$ cat config.mk
export PLATFORM = sky130hd
export DESIGN_NAME = alu_flag_wb
export DESIGN_NICKNAME = d
export VERILOG_FILES = /design/src/rtl/alu_flag_wb.sv
export SDC_FILE = /design/constraint.sdc
export NUM_CORES = 1
export LEC_CHECK = 0
export CORE_ASPECT_RATIO = 0.75
export CORE_UTILIZATION = 49
export CTS_CLUSTER_DIAMETER = 100
export DETAILED_ROUTE_END_ITERATION = 10
export GPL_TIMING_DRIVEN = 0
export PLACE_DENSITY = 0.79
export SLEW_MARGIN = 20
export SYNTH_ARGS = -nofsm -noshare
export SYNTH_HDL_FRONTEND = slang
export SYNTH_SLANG_ARGS = --single-unit
$ cat constraint.sdc
create_clock -name clk -period 2.4 [get_ports clk]
set_input_delay 0.24 -clock clk [delete_from_list [all_inputs] [get_ports clk]]
set_output_delay 0.24 -clock clk [all_outputs]
set_load 0.05 [all_outputs]
$ cat src/rtl/alu_flag_wb.sv
// Writeback stage behind the 4-bit ALU. It holds results in a 2-entry buffer, derives Z/V/N
// flags for each result, commits them when an entry is popped, and counts committed overflows.
module alu_flag_wb #(
    parameter int WIDTH = 4,
    parameter int CNT_W = 8
) (
    input  logic             clk,
    input  logic             rst_n,
    input  logic             in_valid,
    output logic             in_ready,
    input  logic [WIDTH-1:0] ALU_Out,
    input  logic             Error,
    input  logic [1:0]       Opcode,
    output logic             out_valid,
    input  logic             out_ready,
    output logic [WIDTH-1:0] out_data,
    output logic [2:0]       out_flags,
    output logic [2:0]       flag_reg,
    output logic [CNT_W-1:0] err_count,
    output logic             err_sticky,
    input  logic             clr_err
);

    localparam logic [1:0] OP_ADD = 2'b00;
    localparam logic [1:0] OP_SUB = 2'b10;

    logic [WIDTH-1:0] data_q [2];
    logic [2:0]       flags_q [2];
    logic [1:0]       op_q [2];
    logic             wr_ptr_q, wr_ptr_d;
    logic             rd_ptr_q, rd_ptr_d;
    logic [1:0]       count_q, count_d;
    logic [2:0]       flag_reg_q, flag_reg_d;
    logic [CNT_W-1:0] err_count_q, err_count_d;
    logic             err_sticky_q, err_sticky_d;

    logic             push, pop;
    logic [2:0]       flags_in;
    logic             arith_in;
    logic [2:0]       head_flags;
    logic             head_arith;
    logic             head_ovf;

    // in_ready depends only on occupancy, so the producer never sees a path from out_ready
    assign in_ready  = (count_q != 2'd2);
    assign out_valid = (count_q != 2'd0);
    assign push      = in_valid & in_ready;
    assign pop       = out_valid & out_ready;

    assign arith_in  = (Opcode == OP_ADD) || (Opcode == OP_SUB);
    assign flags_in  = {(ALU_Out == '0), arith_in & Error, ALU_Out[WIDTH-1]};

    assign head_flags = flags_q[rd_ptr_q];
    assign head_arith = (op_q[rd_ptr_q] == OP_ADD) || (op_q[rd_ptr_q] == OP_SUB);
    assign head_ovf   = pop & head_arith & head_flags[1];

    assign out_data   = out_valid ? data_q[rd_ptr_q] : '0;
    assign out_flags  = out_valid ? head_flags : 3'b000;
    assign flag_reg   = flag_reg_q;
    assign err_count  = err_count_q;
    assign err_sticky = err_sticky_q;

    always_comb begin
        wr_ptr_d = wr_ptr_q;
        rd_ptr_d = rd_ptr_q;
        count_d  = count_q;
        if (push) begin
            wr_ptr_d = ~wr_ptr_q;
        end
        if (pop) begin
            rd_ptr_d = ~rd_ptr_q;
        end
        case ({push, pop})
            2'b10:   count_d = count_q + 2'd1;
            2'b01:   count_d = count_q - 2'd1;
            default: count_d = count_q;
        endcase
    end

    // Logic ops leave V untouched so a prior arithmetic overflow stays visible
    always_comb begin
        flag_reg_d = flag_reg_q;
        if (pop) begin
            if (head_arith) begin
                flag_reg_d = head_flags;
            end else begin
                flag_reg_d = {head_flags[2], flag_reg_q[1], head_flags[0]};
            end
        end
    end

    always_comb begin
        err_count_d  = err_count_q;
        err_sticky_d = err_sticky_q;
        if (clr_err) begin
            err_count_d  = '0;
            err_sticky_d = 1'b0;
        end else if (head_ovf) begin
            err_sticky_d = 1'b1;
            if (err_count_q != {CNT_W{1'b1}}) begin
                err_count_d = err_count_q + CNT_W'(1);
            end
        end
    end

    always_ff @(posedge clk or negedge rst_n) begin
        if (!rst_n) begin
            data_q[0]  <= '0;
            data_q[1]  <= '0;
            flags_q[0] <= 3'b000;
            flags_q[1] <= 3'b000;
            op_q[0]    <= 2'b00;
            op_q[1]    <= 2'b00;
        end else if (push) begin
            data_q[wr_ptr_q]  <= ALU_Out;
            flags_q[wr_ptr_q] <= flags_in;
            op_q[wr_ptr_q]    <= Opcode;
        end
    end

    always_ff @(posedge clk or negedge rst_n) begin
        if (!rst_n) begin
            wr_ptr_q     <= 1'b0;
            rd_ptr_q     <= 1'b0;
            count_q      <= 2'd0;
            flag_reg_q   <= 3'b000;
            err_count_q  <= '0;
            err_sticky_q <= 1'b0;
        end else begin
            wr_ptr_q     <= wr_ptr_d;
            rd_ptr_q     <= rd_ptr_d;
            count_q      <= count_d;
            flag_reg_q   <= flag_reg_d;
            err_count_q  <= err_count_d;
            err_sticky_q <= err_sticky_d;
        end
    end

endmodule

==> out/results.tsv, run 1 <==
metric	value	unit
status	complete, but fails checks	
violated checks	negative hold slack	
Synth Area in Adders	0.0178	
CTS buffer count	5	
final hold violations	30	
worst vdd ir	0.000805	V
Slew headroom	0.575	
fmax	458	MHz
CP arrival	1.94	ns
GRT overflow	0	
setup TNS	0	ns
final setup violation count	0	
Yosys top cell by area	dfrtp_1	
drt pass-1 iters	4	
Die X	63.9	um
initial antenna violation count	0	
Multi-input gate area	624	um2
H-tree depth	2	
Register Area	751	um2
Die Y	48.4	um
top cells by area, synth	dfrtp_1 53%, mux2_2 11%, mux2i_1 5.0%	
Total Wirelength	2710	um
most common library cells after synthesis	30 x dfrtp_1, 14 x mux2_2, 12 x nor2_1	
largest net degree at the start of global routing	31	
Starting DRT DRC Count	33	
Detail Route Antenna Nets	0	
clk slew on worst S/H paths	0.06	ns
IO buf count	31	
Pwr Density	1350	nW/um2
Largest register FFs	8	
R2R Path End	err_count[4]	
CP top delay family	buffers and inverters	
flops & latches, synth	30	
CP max FO	8	
Pwr Total	2.48	mW
fraction of registers with async set/reset	1.00	
Synth Area in Compound Gates	0.0942	
Worst Setup Path Type	reg -> out	
CP max stage delay	0.78	ns
Synth cell types	34	
worst-margin pin slew	0.638	ns
pre-CTS setup slack	0.159	ns
vias in the first global route	1067	
global-route usage over all layers	0.208	
worst path cell trace	buf_6 -> mux2i_1 -> nor2_1 -> buf_4 -> clkdlybuf4s50_1	
main combinational cell family by area after synthesis	multiplexers	
sequential share of the synthesized area	0.533	
Period minus WS final	2.18	ns
PnR worst setup slack	0.217	ns
Antenna diodes	0	
number of enable flip-flop cells after synthesis	0	
Post-Syn Area per Cell	11.5	um2
Initial Utilization	0.529	
Final Max Tran Viols	0	
die area	3090	um2
Net Count, Synth	136	
layout cells sized above 1	0.163	
hold crit path type	in -> async	
fillers	193	
Skew-Pair Late Insertion Delay	0.27	ns
Buf+Inv Stages, Crit Path	3	
Via Count	1081	
Critical Path RT	2.16	ns
XOR/XNOR Fraction of Synth Area	0.0311	
post-DP HPWL	2010	um
predominant post-synthesis flop cell	dfrtp_1	
vias per inst	5.52	
clock sink count	30	
Tcrit/Tclk final	0.910	
first-pass GRT wire length	4800	um
startpoint types	flip-flop	
GP Congestion	0.809	
CTS tree	built	
Top-Level Pins	33	
Max Cap Viol	0	
leakage power	0.780	nW
Area Growth Syn to Fin	30.5	%
Post-CTS Setup Bufs	0	
top cell type's share of synthesized area	0.533	
Synth Area in Simple Gates	0.126	
area of the mapped netlist	1410	um2
worst clock skew	0.00192	ns
Root Driver	clkbuf_8	
Yosys warning count	0	
worst hold slack	-0.00905	ns
proportion of synthesized area in mux cells	0.172	
WL/cell	13.8	um
FF-to-FF Start	rd_ptr_q	
Critical-path top delay cell	clkdlybuf4s50_1	
Clock Path Buffers	2	
Row Count	16	
Critical Path End Type	primary output	
reg2reg setup slack	0.40	ns
R2R depth	6	
top-count cell post-synth	dfrtp_1	
DRC errors left	0	
Synth Instances	122	
fin nets	174	
core area	2660	um2
RSZ-0062 raised after global routing	no	
[worst max-delay path by stage]
stage	start	endpoint	depth (start not counted)	slack, ns
finish	rd_ptr_q	out_flags[0]	5	0.22
global placement	out_ready	err_count[4]	6	0.25
global route	count_q[1]	out_flags[0]	4	0.13
CTS	count_q[1]	out_flags[0]	4	0.05
detailed placement	out_ready	err_count[4]	6	0.16
floorplan	count_q[0]	data_q[4]	4	0.47
[stage by stage]
stage | utilization | area, um2 | cells
after CTS | 0.689 | 1830 | 196
after floorplan | - | 1410 | 122
after global placement | 0.662 | 1760 | 189
after detailed placement | 0.660 | 1760 | 189
final | 0.690 | 1840 | 196
after global routing | 0.690 | 1840 | 196
[cells in the final DEF, fill, tap and decap left out, drive strengths merged, types with 5 or more instances in the layout]
| cell | instances |
|---|---|
| dfrtp | 30 |
| clkdlybuf4s50 | 30 |
| mux2 | 15 |
| nor2 | 12 |
| nand2 | 9 |
| o21ai | 8 |
| mux2i | 7 |
| clkbuf | 7 |
| a21oi | 5 |
[cell families after synthesis]
group,after synthesis
AOI/OAI and AO/OA,21
and+or+nand+nor,36
muxes,22
xor gates and xnor gates,5
adders and majority gates,2
DFF,30
buffers and inverters,6
[report_power, final]
part           internal [mW]  switching [mW]
clock                  0.199           0.158
combinational          0.535           0.794
sequential             0.682           0.111
[repair_timing]
item                                   CTS  global route
setup endpoints to repair                0             1
hold buffers                             0             0
endpoints found under the hold margin    0             0
gates resized for setup                  0             1
[final cells by class]
type                            count  share of cell area
Sequential cell                    30               0.409
Multi-Input combinational cell     86               0.340
Timing Repair Buffer               31               0.166
Clock buffer                        7              0.0416
Tap cell                           36              0.0245
Buffer                              3              0.0129
Inverter                            3             0.00613
[per-layer routing]
| layer | part of all wire | GRT usage | vias up |
|---|---|---|---|
| met5 | 0 | 0 | - |
| met4 | 0.021 | 0.110 | 0 |
| met3 | 0.035 | 0.0613 | 8 |
| met2 | 0.46 | 0.298 | 26 |
| met1 | 0.48 | 0.284 | 531 |
| li1 | - | - | 516 |
Power figures use the tool's default switching activity.
==> run 2, diff against run 1 <==
--- a/config.mk
+++ b/config.mk
@@ -11,6 +11,7 @@
 export DETAILED_ROUTE_END_ITERATION = 10
 export GPL_TIMING_DRIVEN = 0
 export PLACE_DENSITY = 0.79
+export REMOVE_ABC_BUFFERS = 1
 export SLEW_MARGIN = 20
 export SYNTH_ARGS = -nofsm -noshare
 export SYNTH_HDL_FRONTEND = slang
==> out/results.tsv, run 2 (synthesized netlist as in run 1, its figures left out) <==
metric	value	unit
status	finished clean	
commonest cells after routing, fill and taps aside	30 x clkdlybuf4s50_1, 29 x dfrtp_1, 14 x mux2_2, 12 x nor2_1, 9 x nand2_1	
Die Y	48.4	um
Period minus WS final	2.26	ns
worst clock skew	0.00551	ns
CP arrival	2.02	ns
post-DP HPWL	2070	um
Skew-Pair Late Insertion Delay	0.28	ns
GRT overflow	0	
H-tree depth	2	
vias in the first global route	1005	
worst-margin pin slew	0.677	ns
Worst Setup Path Type	reg -> out	
R2R depth	4	
Starting DRT DRC Count	52	
Final Max Tran Viols	0	
IO buf count	31	
Register Area	752	um2
WL met3	106	um
fillers	206	
startpoint types	flip-flop	
die area	3090	um2
Clock Path Buffers	2	
Area Growth Syn to Fin	30.8	%
Finished Layout Cells	195	
fin nets	172	
hold crit path type	reg -> reg	
met1 wire length	1380	um
reg2reg setup slack	0.36	ns
layout cells sized above 1	0.164	
Multi-input gate area	622	um2
Via Count	1041	
max layer used	met4	
Cells after DPL	186	
Initial Utilization	0.529	
drt pass-1 iters	4	
R2R Path End	err_count[5]	
Critical Path RT	2.16	ns
Largest register FFs	8	
clk slew on worst S/H paths	0.06	ns
Top-Level Pins	33	
FF-to-FF Start	rd_ptr_q	
GP Congestion	0.775	
vias per inst	5.34	
leakage power	0.778	nW
met2 wire len	1350	um
Pwr Total	2.50	mW
Root Driver	clkbuf_8	
Slew headroom	0.547	
Critical Path End Type	primary output	
Row Count	16	
PnR worst setup slack	0.140	ns
Tcrit/Tclk final	0.942	
Total Wirelength	2860	um
fmax	442	MHz
first-pass GRT wire length	4950	um
Worst setup endpoint	out_flags[0]	
largest net degree at the start of global routing	31	
Antenna diodes	0	
CP max FO	7	
clock sink count	30	
initial antenna violation count	0	
core area	2660	um2
CTS tree	built	
commonest non-fill, non-tap cell in the layout	clkdlybuf4s50_1	
Critical Path Start	count_q[0]	
final hold violations	0	
worst vdd ir	0.000814	V
Max Cap Viol	0	
Die X	63.9	um
setup TNS	0	ns
final setup violation count	0	
Detail Route Antenna Nets	0	
RSZ-0062 raised after global routing	no	
DRC errors left	0	
WL/cell	14.7	um
Post-CTS Setup Bufs	0	
global-route usage over all layers	0.221	
pre-CTS setup slack	0.172	ns
Pwr Density	1360	nW/um2
CTS buffer count	5	
## run 2: stage by stage
stage	cell area, um2	hold WS, ns	utilization
after global placement	1740	0.461	0.653
after global routing	1840	0.507	0.691
final	1840	0.479	0.691
after detailed placement	1730	0.302	0.651
after CTS	1840	0.485	0.691
after floorplan	1380	-0.0556	-
## run 2: worst min path at each step
stage,end,cells after the start,start
global route,flag_reg[2],2,flag_reg[2]
finish,flag_reg[2],2,flag_reg[2]
floorplan,count_q[0],0,rst_n
global placement,flag_reg[2],2,flag_reg[2]
detailed placement,err_count[2],1,rst_n
CTS,flag_reg[2],2,flag_reg[2]
## run 2: repair_timing
| action | in CTS | in global routing |
|---|---|---|
| gates resized for setup | 0 | 1 |
| endpoints found under the setup margin | 0 | 1 |
| hold buffers | 1 | 0 |
| hold endpoints to repair | 10 | 0 |
## run 2: cell type report
type,count,area share
flip-flops and latches,30,0.409
well taps,36,0.0245
repair buffers,32,0.171
inverters,3,0.00612
multi-input cells,86,0.338
clock buffers,6,0.0449
clock inverters,2,0.00680
## run 2: critical path, stage by stage (launching register included)
cell	delay, ns
dfrtp_1	0.43
nor2_1	0.45
nor2_1	0.13
clkdlybuf4s50_1	0.72
## run 2: layer usage
metal / vias to the layer above / GRT usage
met2: 18 / 0.312
met5: - / 0
met4: 0 / 0.0909
met3: 3 / 0.0849
li1: 511 / -
met1: 509 / 0.305
## run 2: power breakdown
part           switching [mW]  internal [mW]
registers               0.135          0.684
clock network           0.185          0.230
logic                   0.762          0.500
==> run 3, diff against run 2 <==
--- a/config.mk
+++ b/config.mk
@@ -12,7 +12,7 @@
 export GPL_TIMING_DRIVEN = 0
 export PLACE_DENSITY = 0.79
 export REMOVE_ABC_BUFFERS = 1
-export SLEW_MARGIN = 20
+export SLEW_MARGIN = 30
 export SYNTH_ARGS = -nofsm -noshare
 export SYNTH_HDL_FRONTEND = slang
 export SYNTH_SLANG_ARGS = --single-unit
==> results of run 3 <==
The final DEF is identical to that of run 2; final timing and power are the same.
